[config.mk]
export PLATFORM = sky130hd
export DESIGN_NAME = alu_lane_sequencer_flat
export DESIGN_NICKNAME = d
export VERILOG_FILES = /design/src/rtl/alu_lane_sequencer_if.sv /design/src/rtl/alu_lane_sequencer.sv /design/src/flat_wrapper.sv
export SDC_FILE = /design/constraint.sdc
export NUM_CORES = 1
export LEC_CHECK = 0
export CAP_MARGIN = 30
export CORE_MARGIN = 3
export CORE_UTILIZATION = 25
export DETAILED_ROUTE_END_ITERATION = 16
export SLEW_MARGIN = 20
export SYNTH_ARGS = -nofsm -noshare
export SYNTH_HDL_FRONTEND = slang
export SYNTH_SLANG_ARGS = --single-unit
export TNS_END_PERCENT = 5
[constraint.sdc]
create_clock -name clk -period 4 [get_ports clk]
set_clock_uncertainty 0.1 [all_clocks]
set_input_delay 0.4 -clock clk [delete_from_list [all_inputs] [get_ports clk]]
set_output_delay 0.4 -clock clk [all_outputs]
set_load 0.03 [all_outputs]
[src/rtl/alu_lane_sequencer_if.sv]
// Bundle between the ALU issue logic, the sequencer and the shared 8-bit logic lane.
// Handshakes: a transfer happens on a rising clk edge where valid and ready are both 1;
// once valid is raised it is held with stable payload until that edge.
interface alu_lane_sequencer_if #(
    parameter int WIDTH = 32,
    parameter int LANE  = 8
);
    // request side
    logic             in_valid;
    logic             in_ready;
    logic [1:0]       op;
    logic [WIDTH-1:0] a;
    logic [WIDTH-1:0] b;
    // shared lane side
    logic             lane_en;
    logic [1:0]       lane_op;
    logic [LANE-1:0]  lane_a;
    logic [LANE-1:0]  lane_b;
    logic [LANE-1:0]  lane_y;
    // result side
    logic             out_valid;
    logic             out_ready;
    logic [WIDTH-1:0] y;
    logic             zero;
    logic             busy;
    // FSM state for observation (0 IDLE, 1 RUN, 2 DONE)
    logic [1:0]       dbg_state;

    // issue logic, lane unit and result consumer
    modport master (
        output in_valid, op, a, b, lane_y, out_ready,
        input  in_ready, lane_en, lane_op, lane_a, lane_b, out_valid, y, zero, busy, dbg_state
    );

    // the sequencer
    modport slave (
        input  in_valid, op, a, b, lane_y, out_ready,
        output in_ready, lane_en, lane_op, lane_a, lane_b, out_valid, y, zero, busy, dbg_state
    );
endinterface

[src/rtl/alu_lane_sequencer.sv]
// Runs a WIDTH-bit bitwise op through the shared LANE-bit logic unit, one slice per
// cycle LSB first, assembles the result and holds it until the consumer takes it.
module alu_lane_sequencer #(
    parameter int WIDTH = 32,
    parameter int LANE  = 8
) (
    input  logic                 clk,
    input  logic                 rst,
    alu_lane_sequencer_if.slave  bus
);
    localparam int BEATS = WIDTH / LANE;
    localparam int BW    = (BEATS > 1) ? $clog2(BEATS) : 1;
    localparam logic [BW-1:0] LAST_BEAT = BW'(BEATS - 1);

    typedef enum logic [1:0] {
        IDLE = 2'd0,
        RUN  = 2'd1,
        DONE = 2'd2
    } state_t;

    state_t           state;
    state_t           state_nxt;
    logic [BW-1:0]    beat;
    logic [WIDTH-1:0] a_reg;
    logic [WIDTH-1:0] b_reg;
    logic [1:0]       op_reg;
    logic [WIDTH-1:0] y_reg;
    logic             in_ready_int;
    logic             accept;

    // ready only in IDLE, and never while reset is asserted
    assign in_ready_int = (state == IDLE) && !rst;
    assign accept       = bus.in_valid && in_ready_int;

    // state register
    always_ff @(posedge clk or posedge rst) begin
        if (rst) begin
            state <= IDLE;
        end else begin
            state <= state_nxt;
        end
    end

    // next-state decode
    always_comb begin
        state_nxt = state;
        case (state)
            IDLE: if (accept) state_nxt = RUN;
            RUN:  if (beat == LAST_BEAT) state_nxt = DONE;
            DONE: if (bus.out_ready) state_nxt = IDLE;
            default: state_nxt = IDLE;
        endcase
    end

    // operand capture, beat counter and per-beat result capture
    always_ff @(posedge clk or posedge rst) begin
        if (rst) begin
            beat   <= '0;
            a_reg  <= '0;
            b_reg  <= '0;
            op_reg <= '0;
            y_reg  <= '0;
        end else begin
            if (state == IDLE && accept) begin
                a_reg  <= bus.a;
                b_reg  <= bus.b;
                op_reg <= bus.op;
                beat   <= '0;
            end else if (state == RUN) begin
                y_reg[int'(beat)*LANE +: LANE] <= bus.lane_y;
                beat <= (beat == LAST_BEAT) ? '0 : beat + 1'b1;
            end
        end
    end

    // outputs decoded from state and registers only; lane_y never reaches y directly
    always_comb begin
        bus.in_ready  = in_ready_int;
        bus.lane_en   = 1'b0;
        bus.lane_op   = 2'b00;
        bus.lane_a    = '0;
        bus.lane_b    = '0;
        bus.out_valid = 1'b0;
        bus.y         = y_reg;
        bus.zero      = 1'b0;
        bus.busy      = (state != IDLE);
        bus.dbg_state = state;
        if (state == RUN) begin
            bus.lane_en = 1'b1;
            bus.lane_op = op_reg;
            bus.lane_a  = a_reg[int'(beat)*LANE +: LANE];
            bus.lane_b  = b_reg[int'(beat)*LANE +: LANE];
        end
        if (state == DONE) begin
            bus.out_valid = 1'b1;
            bus.zero      = (y_reg == '0);
        end
    end
endmodule

[src/flat_wrapper.sv]
// flat-port wrapper written by rule: the top's interface ports become plain ports
module alu_lane_sequencer_flat 
#(
    parameter int WIDTH = 32,
    parameter int LANE  = 8
)
  (clk, rst, bus_in_valid, bus_op, bus_a, bus_b, bus_lane_y, bus_out_ready, bus_in_ready, bus_lane_en, bus_lane_op, bus_lane_a, bus_lane_b, bus_out_valid, bus_y, bus_zero, bus_busy, bus_dbg_state);
  alu_lane_sequencer_if #(.WIDTH(WIDTH), .LANE(LANE)) bus_i ();
  input  logic clk;
  input  logic rst;
  input wire logic [$bits(bus_i.in_valid)-1:0] bus_in_valid;
  input wire logic [$bits(bus_i.op)-1:0] bus_op;
  input wire logic [$bits(bus_i.a)-1:0] bus_a;
  input wire logic [$bits(bus_i.b)-1:0] bus_b;
  input wire logic [$bits(bus_i.lane_y)-1:0] bus_lane_y;
  input wire logic [$bits(bus_i.out_ready)-1:0] bus_out_ready;
  output wire logic [$bits(bus_i.in_ready)-1:0] bus_in_ready;
  output wire logic [$bits(bus_i.lane_en)-1:0] bus_lane_en;
  output wire logic [$bits(bus_i.lane_op)-1:0] bus_lane_op;
  output wire logic [$bits(bus_i.lane_a)-1:0] bus_lane_a;
  output wire logic [$bits(bus_i.lane_b)-1:0] bus_lane_b;
  output wire logic [$bits(bus_i.out_valid)-1:0] bus_out_valid;
  output wire logic [$bits(bus_i.y)-1:0] bus_y;
  output wire logic [$bits(bus_i.zero)-1:0] bus_zero;
  output wire logic [$bits(bus_i.busy)-1:0] bus_busy;
  output wire logic [$bits(bus_i.dbg_state)-1:0] bus_dbg_state;
  assign bus_i.in_valid = bus_in_valid;
  assign bus_i.op = bus_op;
  assign bus_i.a = bus_a;
  assign bus_i.b = bus_b;
  assign bus_i.lane_y = bus_lane_y;
  assign bus_i.out_ready = bus_out_ready;
  assign bus_in_ready = bus_i.in_ready;
  assign bus_lane_en = bus_i.lane_en;
  assign bus_lane_op = bus_i.lane_op;
  assign bus_lane_a = bus_i.lane_a;
  assign bus_lane_b = bus_i.lane_b;
  assign bus_out_valid = bus_i.out_valid;
  assign bus_y = bus_i.y;
  assign bus_zero = bus_i.zero;
  assign bus_busy = bus_i.busy;
  assign bus_dbg_state = bus_i.dbg_state;
  alu_lane_sequencer #(.WIDTH(WIDTH), .LANE(LANE)) u_core (.clk(clk), .rst(rst), .bus(bus_i));
endmodule
[After elaboration in Yosys (flattened, before gate mapping)]
Cells that the tools add are included.
Storage, ports and cells
  register bits after elaboration: 102
  latch bits: 0
  RAM bits: 0
  bits in read-only memories: 0
  output and inout port bits: 57
  word-level logic and storage cells: 43
  memories: 0
Cells by class
  add/subtract/negate cells: 2
  $mul: 0
  div/mod/pow operators: 0
  order comparisons: 0
  equality and inequality tests: 6
  shift operators: 4
  mux-type cells: 14
  bitwise logic cells: 1
  reduce and logical (&&, ||, !) cells: 10
Operators with widths (count)
  variable part select 32 x 6 -> 8 bit: 2
  negation 5 -> 33 bit: 1
  variable shift 8 x 33 -> 32 bit, first input constant: 1
  variable part select 8 x 33 -> 32 bit: 1
  bitwise mux 32 bit: 1
  logical NOT 32 bit: 1
  2-to-1 mux 8 bit: 2
  2-to-1 mux 2 bit: 7
  one-hot mux 2 bit (3 select lines): 1
  equality test 2 bit, second input constant: 2
  != test 2 bit, second input constant: 2
  nonzero test 2 bit: 2
  logical AND 1 bit: 3
  2-to-1 mux 1 bit: 3
  AND reduction 3 bit: 1
  adder 2 x 1 -> 2 bit, second input constant: 1
  equality test 2 x 1 -> 1 bit, second input constant: 1
  logical NOT 2 bit: 1
  != test 2 x 1 -> 1 bit, second input constant: 1
  AND reduction 2 bit: 1
  logical NOT 1 bit: 1
  inverter 1 bit: 1

[Depth between registers and ports, before layout]
  depth after elaboration: 6
  gate-level depth with buffers: 7
  mapped depth without buffers: 5

[Least setup slack after synthesis]
OpenSTA, ideal clock, no wires.
  path kind: reg2out
  start: register u_core.y_reg[9] (netlist: u_core.bus.y[9])
  end: output port bus_zero
  arrival time: 1989 ps
  setup slack: 1511 ps
  stages on the path, launching flop included: 3
  buffers on the path: 0
  path through: dfrtp_1 > or4_1 > nor4_1
Between the ends
  word-level cells in the longest chain between the ends: 2
RTL lines
  from (decl): RTL line alu_lane_sequencer.sv:27  | logic [WIDTH-1:0] y_reg;
  from (signal, indexed assignment): RTL line alu_lane_sequencer.sv:70  | y_reg[int'(beat)*LANE +: LANE] <= bus.lane_y;
  logical NOT 32 bit: RTL line alu_lane_sequencer.sv:96  | bus.zero = (y_reg == '0);
  2-to-1 mux 1 bit: RTL line alu_lane_sequencer.sv:94  | if (state == DONE) begin
  to (decl): RTL line flat_wrapper.sv:24  | output wire logic [$bits(bus_i.zero)-1:0] bus_zero;
Every way passes these cells.

[Final worst setup path]
  start: register u_core.state[0] (netlist: u_core.bus.dbg_state[0])
  end: output port bus_lane_b[4]
Between the ends
  word-level cells in the longest chain between the ends: 2
RTL lines
  from (decl): RTL line alu_lane_sequencer.sv:21  | state_t state;
  from (signal assigned): RTL line alu_lane_sequencer.sv:40  | state <= state_nxt;
  equality test 2 x 1 -> 1 bit: RTL line alu_lane_sequencer.sv:88  | if (state == RUN) begin
  2-to-1 mux 8 bit: RTL line alu_lane_sequencer.sv:88
  to (decl): RTL line flat_wrapper.sv:21  | output wire logic [$bits(bus_i.lane_b)-1:0] bus_lane_b;
Every way passes these cells.

==> reports/metrics.cfg <==
[route]
ant_nets = 0
drtIter0Drc = 100
drt-wirelength-per-cell_microns = 17.2
via_per_inst = 4.64
via_count = 3065
first_pass_iters = 4
drt-total-wl_microns = 11400
drc = 0

[finish]
final_cells = 661
multiInputGateArea_sq_mm = 0.00190
area_growth_pct = 41.1
fin_nets = 515
fillers = 1692
drive_gt1_share_pct = 25.9
seqCellArea_sq_mm = 0.00255
n_antenna_cell = 0

[synth]
synth_xor_area_share_pct = 0
synth_top_family_by_area = multiplexers
synthAdderAreaFrac_pct = 1.63
ys_warn_count = 0
yosysTopAreaCell = dfrtp_1
synth_edf_count = 0
ys_seq_area_share_pct = 55.5
syn_area_sq_mm = 0.00460
synth-compound-area-share_pct = 6.59
synthFlopType = dfrtp_1
syn_inst = 298
synth_commonest_cells = dfrtp_1 (102), mux2_2 (59), a22o_1 (30)
post_synth_num_cell_types = 32
synth_top_area_share_pct = 55.5
synth_mux_area_share_pct = 24.6
synth_seq_cells = 102
synth.area.top_cells = dfrtp_1 (56%), mux2_2 (14%), mux4_2 (7.8%), a22o_1 (5.7%), and2_1 (2.4%)
avgSynthCellArea_sq_um = 15.4
synth.most_common_cell = dfrtp_1
synth_nets = 382
async_reset_ff_share_pct = 100
yosys.area_share.simple_pct = 8.63

[outcome]
status = finished, final reports clean

[die]
std_cell_rows = 48
ios = 135
initial_utilization_pct = 26.0
die_area_sq_mm = 0.0201
die_h_microns = 142
core-area_sq_mm = 0.0177
die_width_microns = 142

[worst_setup_path]
reg2reg_from = u_core.beat[0]
cp_max_fo = 21
crit_path_start_kind = register
arrival_ns = 2.67
ff2ff_path_depth = 5
end_kind = primary output
worstSetupPathType = register to primary output
cp.required_ns = 3.50
rrSetupSlack_ns = 1.21
r2r-end = u_core.bus.y[19]

[timing]
final_max_slew_viol_count = 0
hold_viol = 0
tns_ns = 0
worstMarginPinSlew_ns = 0.937
fmax_mhz = 316
max-slew-margin-rel_pct = 37.5
rsz0062_at_grt = false
period_share_pct = 79.2
setup_viol = 0
finalCriticalPeriod_ns = 3.17

[cts]
cts_sinks = 102
clockBufferDepth = 2
holdBufCountCts = 0
numCtsBuffers = 9
clock-root-buffer = clkbuf_16
h-tree-depth = 3
clk_latency_ns = 0.34
cts_setup_buffers = 0
cts_tree = yes
post_cts_resized = 0
clk_pin_slew_ns = 0.07

[grt]
gr-total-overflow = 0
grt_max_degree = 70
grt_pass1_vias = 3244
grtUsageMet2_pct = 18.3
grt_use_met1_pct = 15.2
antenna_found_initial = 0
top_usage_layer = met2
met3_usage_pct = 4.92
grt_use_total_pct = 11.7
grt_pass1_wl_microns = 18300

[hold_path]
min_path_type = input port to async pin

[power_and_ir_drop]
vdd_drop_max_mv = 0.415
powerDensity_mw_per_mm2 = 810
leakage_nw = 2.65

[placement]
numPortBuffers = 134
dp_cells = 645
gp_congestion = 0.817
hpwl_microns = 8210

[job]
drv_cap = 0

[worst max-delay path by stage]
stage | startpoint | to | cells after the start
final | u_core.bus.dbg_state[0] | bus_lane_b[4] | 4
after global routing | u_core.bus.dbg_state[0] | bus_lane_a[6] | 4
after CTS | u_core.bus.dbg_state[0] | bus_lane_b[4] | 4
after detailed placement | u_core.beat[0] | u_core.bus.y[19] | 5
after global placement | u_core.bus.dbg_state[0] | bus_lane_b[4] | 4
after floorplan | rst | u_core.a_reg[0] | 1
[stage by stage]
step	setup slack (ns)	power (mW)	hold WS, ns	util, %	instance area (sq um)
floorplan	0.825	3.48	0.372	-	4600
detailed placement	1.13	4.38	0.391	34.9	6170
global placement	1.09	4.31	0.384	34.6	6110
finish	0.833	5.25	0.363	36.7	6490
CTS	0.736	5.34	0.367	36.7	6490
global route	0.569	5.57	0.407	36.7	6490
[final cells by class]
cell class	count	share of cell area, %
well taps	225	4.34
inverters	6	0.386
clock buffers	12	4.11
flip-flops and latches	102	39.4
multi-input cells	175	29.4
repair buffers	137	21.6
clock inverters	4	0.810
[cell usage in the layout, fill, tap and decap left out, types with 2 or more instances in the layout]
master,synthesis,final
mux2_2,59,59
clkdlybuf4s50_1,0,134
a22o_1,30,30
dfrtp_1,102,101
buf_16,0,2
a21oi_1,2,2
nand2_1,6,6
ha_1,6,6
clkbuf_16,0,9
o41ai_1,2,2
and2_1,18,18
mux4_2,16,16
nor4_4,3,3
inv_1,6,5
nand3b_2,3,3
clkbuf_8,0,3
nand2b_1,3,3
mux2_4,7,7
nor4_1,8,8
[layer usage]
metal | share of wire, % | wire (microns)
met5 | 0 | 0
met4 | 1.1 | 129
met3 | 7.9 | 893
met2 | 47 | 5310
met1 | 44 | 5040
[cells by family after synthesis]
| kind of cell | count (synthesis) |
|---|---|
| mux | 82 |
| simple gates | 51 |
| flops | 102 |
| fa+ha+maj | 6 |
| compound gates | 36 |
| buf+inv | 21 |
[worst max-delay path: stages, from the launching register on]
cell and delay [ns]:
dfrtp_1 0.62, nand2b_1 0.19, inv_1 0.57, and2_1 0.24, clkdlybuf4s50_1 0.69
[report_power, final]
part	leakage, nW	switching [mW]	internal (mW)	total [mW]
registers	1.27	0.372	1.49	1.86
clock network	0.159	0.392	0.539	0.931
logic	1.22	1.16	1.31	2.46
Note: power is estimated with default switching activity, not from simulation.
==> variant 1 (same flow settings) <==
Make the reset (`rst`) synchronous in 2 clocked blocks.
--- a/src/rtl/alu_lane_sequencer.sv
+++ b/src/rtl/alu_lane_sequencer.sv
@@ -35,3 +35,3 @@
     // state register
-    always_ff @(posedge clk or posedge rst) begin
+    always_ff @(posedge clk) begin
         if (rst) begin
@@ -55,3 +55,3 @@
     // operand capture, beat counter and per-beat result capture
-    always_ff @(posedge clk or posedge rst) begin
+    always_ff @(posedge clk) begin
         if (rst) begin
Function: differs if rst is asserted again (counterexample within 4 cycles, from zero or initial values and one cycle with rst high); with rst held inactive, the same outputs for 10 cycles.
==> variant 1 against the unedited design <==
  * Sequential share of layout area shrank 6.6 points
  * Wire length up 3.5%
  * Non-clock buffer count stayed put
  * Area after synthesis is 2.6% lower
  * Register-to-register slack improved by 0.09 ns
  * Worst setup slack better by 0.096 ns
  * Maximum frequency rose by 3.1%
  * Final area shrank 3.9%
  * Sequential cell count did not move
  * Critical path type unchanged
Power is not compared: it rests on default switching activity, and its combinational part moved more than twofold at a synthesized area within 25%.
==> variant 1: results (changes against the unedited design) <==
[run_status]
outcome=finished clean

[route]
drtIter0Drc=219  ; +120%
viasPerCell=4.51  ; -2.8%
wire_per_inst_um=14.1  ; -18%
first_pass_iters=4  ; unchanged
drt-total-wl_um=11800  ; +3.5%

[setup_path]
crit_fanout=26  ; +24%
max_stage_delay_ns=0.86  ; +0.17 ns
cp_top_family=flip-flops
cp.arrival_ns=2.57  ; -0.10 ns
r2r_slack_ns=1.30  ; +0.09 ns
cp_slowest_cell=dfxtp_2
r2r_end=u_core.bus.y[28]$_SDFFE_PP0P_
r2r_start=u_core.beat[0]$_SDFFE_PP0P_

[global_routing]
grt_pass1_wl_um=19900  ; +8.7%
grt_max_degree=135  ; +93%
grt_util_all_layers_pct=12.4  ; +0.66 points
antenna_found_initial=0  ; unchanged
grt_pass1_vias=3833  ; +18%

[synthesis]
yosys_warnings=0  ; unchanged
synthCells=489  ; +64%
synthTopCellsByArea=dfxtp_1 46%, nand2b_1 9.2%, mux4_2 8.0%
synthAdderAreaFrac_pct=1.68  ; +0.044 points
synth_compound_area_share_pct=12.7  ; +6.2 points
ys_seq_area_share_pct=45.6  ; -9.9 points
synth_mux_area_share_pct=8.72  ; -16 points
ys_types=34  ; +6.3%
syn_nets=573  ; +50%
synthArstFlopShare_pct=0  ; -100 points
ys_top_cells_by_count=102 x dfxtp_1, 84 x nand2_1, 66 x nand2b_1

[clock_network]
clk_latency_ns=0.35
cts-buffers-inserted=9  ; unchanged
clockBufferDepth=2  ; unchanged
cts-resized-gates=0  ; unchanged

[final_layout]
num-nets-final=686  ; +33%
final_layout_size_suffix_gt1_share_pct=7.25  ; -19 points
fillers=1733  ; +2.4%
final_area_sq_mm=0.00624  ; -3.9%

[placement]
dp_slack_ns=1.22  ; +0.0892 ns
dp_cells=816  ; +27%
place_hpwl_um=8540  ; +4.0%
portBuffers=134  ; unchanged
gp_congestion=0.813  ; -0.50%
placed_cell_area_sq_mm=0.00596  ; -3.4%

[hold_path]
hold_path_class=flop to flop
whs_path_depth=2
holdCritStartpoint=u_core.b_reg[27]$_SDFFE_PP0P_

[timing]
fin_hold_ws_ns=0.368  ; +0.00465 ns
setup_tns_ns=0  ; unchanged
slew_headroom_pct=45.9  ; +8.4 points

[pwr]
seq_power_share_pct=49.4
peakVddDrop_uv=188
p_total_w=0.00226
p_int_w=0.00167

## variant 1: worst max-delay path by stage
stage,to,start,slack [ns]
floorplan,bus_zero,u_core.bus.dbg_state[1]$_SDFFE_PP0P_,1.42
finish,bus_lane_a[6],u_core.beat[0]$_SDFFE_PP0P_,0.93
global route,bus_lane_a[6],u_core.beat[0]$_SDFFE_PP0P_,0.73
global placement,bus_lane_a[0],u_core.beat[1]$_SDFFE_PP0P_,1.22
CTS,bus_lane_a[6],u_core.beat[0]$_SDFFE_PP0P_,0.83
detailed placement,u_core.bus.y[28]$_SDFFE_PP0P_,u_core.beat[0]$_SDFFE_PP0P_,1.22
## variant 1: worst reg2reg max path, cell delays in order, from the launching register on
cell	delay [ns]
dfxtp_2	0.86
inv_1	0.19
ha_1	0.33
or4b_4	0.58
nor4_4	0.37
a22o_1	0.21
## variant 1: cell families (layout without fill, tap and decap cells)
logic type                 after synthesis  after routing
AOI/OAI and AO/OA                      103            103
adders and majority gates                6              6
buffers and inverters                   42            160
DFF                                    102            102
muxes                                   19             19
and+or+nand+nor                        217            217
## variant 1: per-layer routing
metal	vias to the layer above	share of wire [%]	global-route usage, %	wire length (um)
met4	0	1.0	3.21	123
met5	-	0	0	0
li1	1897	-	-	-
met1	1731	46	16.7	5470
met3	10	7.0	4.26	827
met2	113	45	19.0	5350
## variant 1: area by class of cell
class | count | share of cell area [%]
Clock buffer | 11 | 3.73
Clock inverter | 5 | 0.682
Inverter | 7 | 0.421
Multi-Input combinational cell | 345 | 35.9
Sequential cell | 102 | 32.8
Tap cell | 225 | 4.51
Timing Repair Buffer | 137 | 22.0
==> variant 2 (config.mk and constraints unchanged) <==
Without the edit above. `LANE` is set to 8 in 3 places; all go to 16.
--- a/src/rtl/alu_lane_sequencer_if.sv
+++ b/src/rtl/alu_lane_sequencer_if.sv
@@ -5,3 +5,3 @@
     parameter int WIDTH = 32,
-    parameter int LANE  = 8
+    parameter int LANE  = 16
 );
--- a/src/rtl/alu_lane_sequencer.sv
+++ b/src/rtl/alu_lane_sequencer.sv
@@ -4,3 +4,3 @@
     parameter int WIDTH = 32,
-    parameter int LANE  = 8
+    parameter int LANE  = 16
 ) (
--- a/src/flat_wrapper.sv
+++ b/src/flat_wrapper.sv
@@ -4,3 +4,3 @@
     parameter int WIDTH = 32,
-    parameter int LANE  = 8
+    parameter int LANE  = 16
 )
Ports: changed (resized bus_lane_a, bus_lane_b and bus_lane_y); port bits go from 135 to 159. No check against the original RTL was run, so the function may have changed too.
==> variant 2 against the unedited design <==
  * Area after synthesis fell by 2.8%
  * Register-to-register slack gained 0.48 ns
  * Total power rose by 6.9%
  * Sequential cell count fell by 1
  * Clock power shrank 3.7%
  * Final area up 1.4%
  * Worst setup slack gained 0.22 ns
  * Wire length fell by 0.14%
==> variant 2: results (changes against the unedited design) <==
[run_status]
outcome=finished clean

[placement]
portBuffers=158  ; +18%
place_hpwl_um=8280  ; +0.87%
gp_congestion=0.714  ; -13%
dp_cells=682  ; +5.7%

[setup_path]
max_stage_delay_ns=0.71  ; +0.02 ns
cp-endpoint=bus_lane_a[13]

[global_routing]
grt_pass1_wl_um=18400  ; +0.83%
grt_pass1_vias=3393  ; +4.6%
grt_util_all_layers_pct=12.0  ; +0.26 points

[synthesis]
synth_xor_area_share_pct=0.196  ; +0.20 points
syn_nets=398  ; +4.2%
ys_seq_area_share_pct=56.6  ; +1.0 points
synth_area_sq_mm=0.00447  ; -2.8%
ys_types=25  ; -22%
synth_mux_area_share_pct=32.7  ; +8.1 points
ys_top_cells_by_count=101 x dfrtp_1, 80 x mux2_2, 35 x nor2_1

[route]
wire_per_inst_um=16.3  ; -5.6%
drtIter0Drc=55  ; -45%
vias=3026  ; -1.3%

[final_layout]
fillers=1667  ; -1.5%
num-nets-final=554  ; +7.6%
final_layout_size_suffix_gt1_share_pct=26.8  ; +0.93 points
final_cells=699  ; +5.7%

[pwr]
leakagePower_nw=2.69  ; +1.2%
p_switching_w=0.00217  ; +13%

## variant 2: cell count changes after synthesis, sizes merged, moves of 4 or more
cell    change
nor2       +36
nand3b      -4
a22o       -30
and2       -18
mux2i      +32
nand2       -5
mux4       -16
mux2       +30
ha          -6
## variant 2: metrics by stage
stage / instance area (sq um) / utilization (%) / setup WS (ns) / hold slack [ns] / total power (W)
after global routing: 6580 / 37.8 / 0.902 / 0.418 / 0.00596
after detailed placement: 6270 / 36.0 / 1.35 / 0.394 / 0.00477
final: 6580 / 37.8 / 1.05 / 0.406 / 0.00561
after global placement: 6220 / 35.7 / 1.24 / 0.388 / 0.00471
after CTS: 6570 / 37.7 / 0.948 / 0.409 / 0.00571
after floorplan: 4470 / - / 0.853 / 0.380 / 0.00371
## variant 2: critical path, delay by kind of cell (launching register included)
family | cells | cell delay [ns]
buffers and inverters | 1 | 0.71
flip-flops | 1 | 0.45
AND/OR/NAND/NOR | 2 | 0.93
## variant 2: cell families (layout without fill, tap and decap cells)
group / after synthesis / in the layout
compound gates: 3 / 3
xor+xnor: 1 / 1
buf+inv: 23 / 184
flops: 101 / 101
mux: 128 / 128
other cells: 0 / 1
simple gates: 56 / 56
## variant 2: layer usage
metal  wire (um)  vias up  track usage, %
li1            -     1412               -
met3         856       20            4.30
met1        4720     1489            14.2
met4         283        0            5.35
met5           0        -               0
met2        5500      105            19.5
## variant 2: worst min-delay path by stage
stage / endpoint / cells after the start
2_1_floorplan: u_core.b_reg[0]$_DFFE_PP0P_ / 1
5_1_grt: u_core.b_reg[7]$_DFFE_PP0P_ / 1
6_report: u_core.bus.dbg_state[1]$_DFFE_PP0P_ / 2
4_1_cts: u_core.bus.dbg_state[1]$_DFFE_PP0P_ / 2
3_5_place_dp: u_core.a_reg[6]$_DFFE_PP0P_ / 1
3_3_place_gp: u_core.a_reg[19]$_DFFE_PP0P_ / 1
## variant 2: layout make-up
type / count / share of cell area (%)
Clock inverter: 7 / 1.26
Timing Repair Buffer: 163 / 25.3
Clock buffer: 9 / 3.42
Multi-Input combinational cell: 188 / 26.9
Inverter: 5 / 0.323
Antenna cell: 1 / 0.0381
Sequential cell: 101 / 38.5
Tap cell: 225 / 4.28
## variant 2: power groups by stage
stage                     Clock, W  Sequential, W  Combinational, W
final                     0.000897        0.00190           0.00282
after global routing      0.000983        0.00198           0.00300
after CTS                 0.000936        0.00191           0.00287
after detailed placement         0        0.00192           0.00285
after global placement           0        0.00196           0.00276
after floorplan                  0        0.00215           0.00156
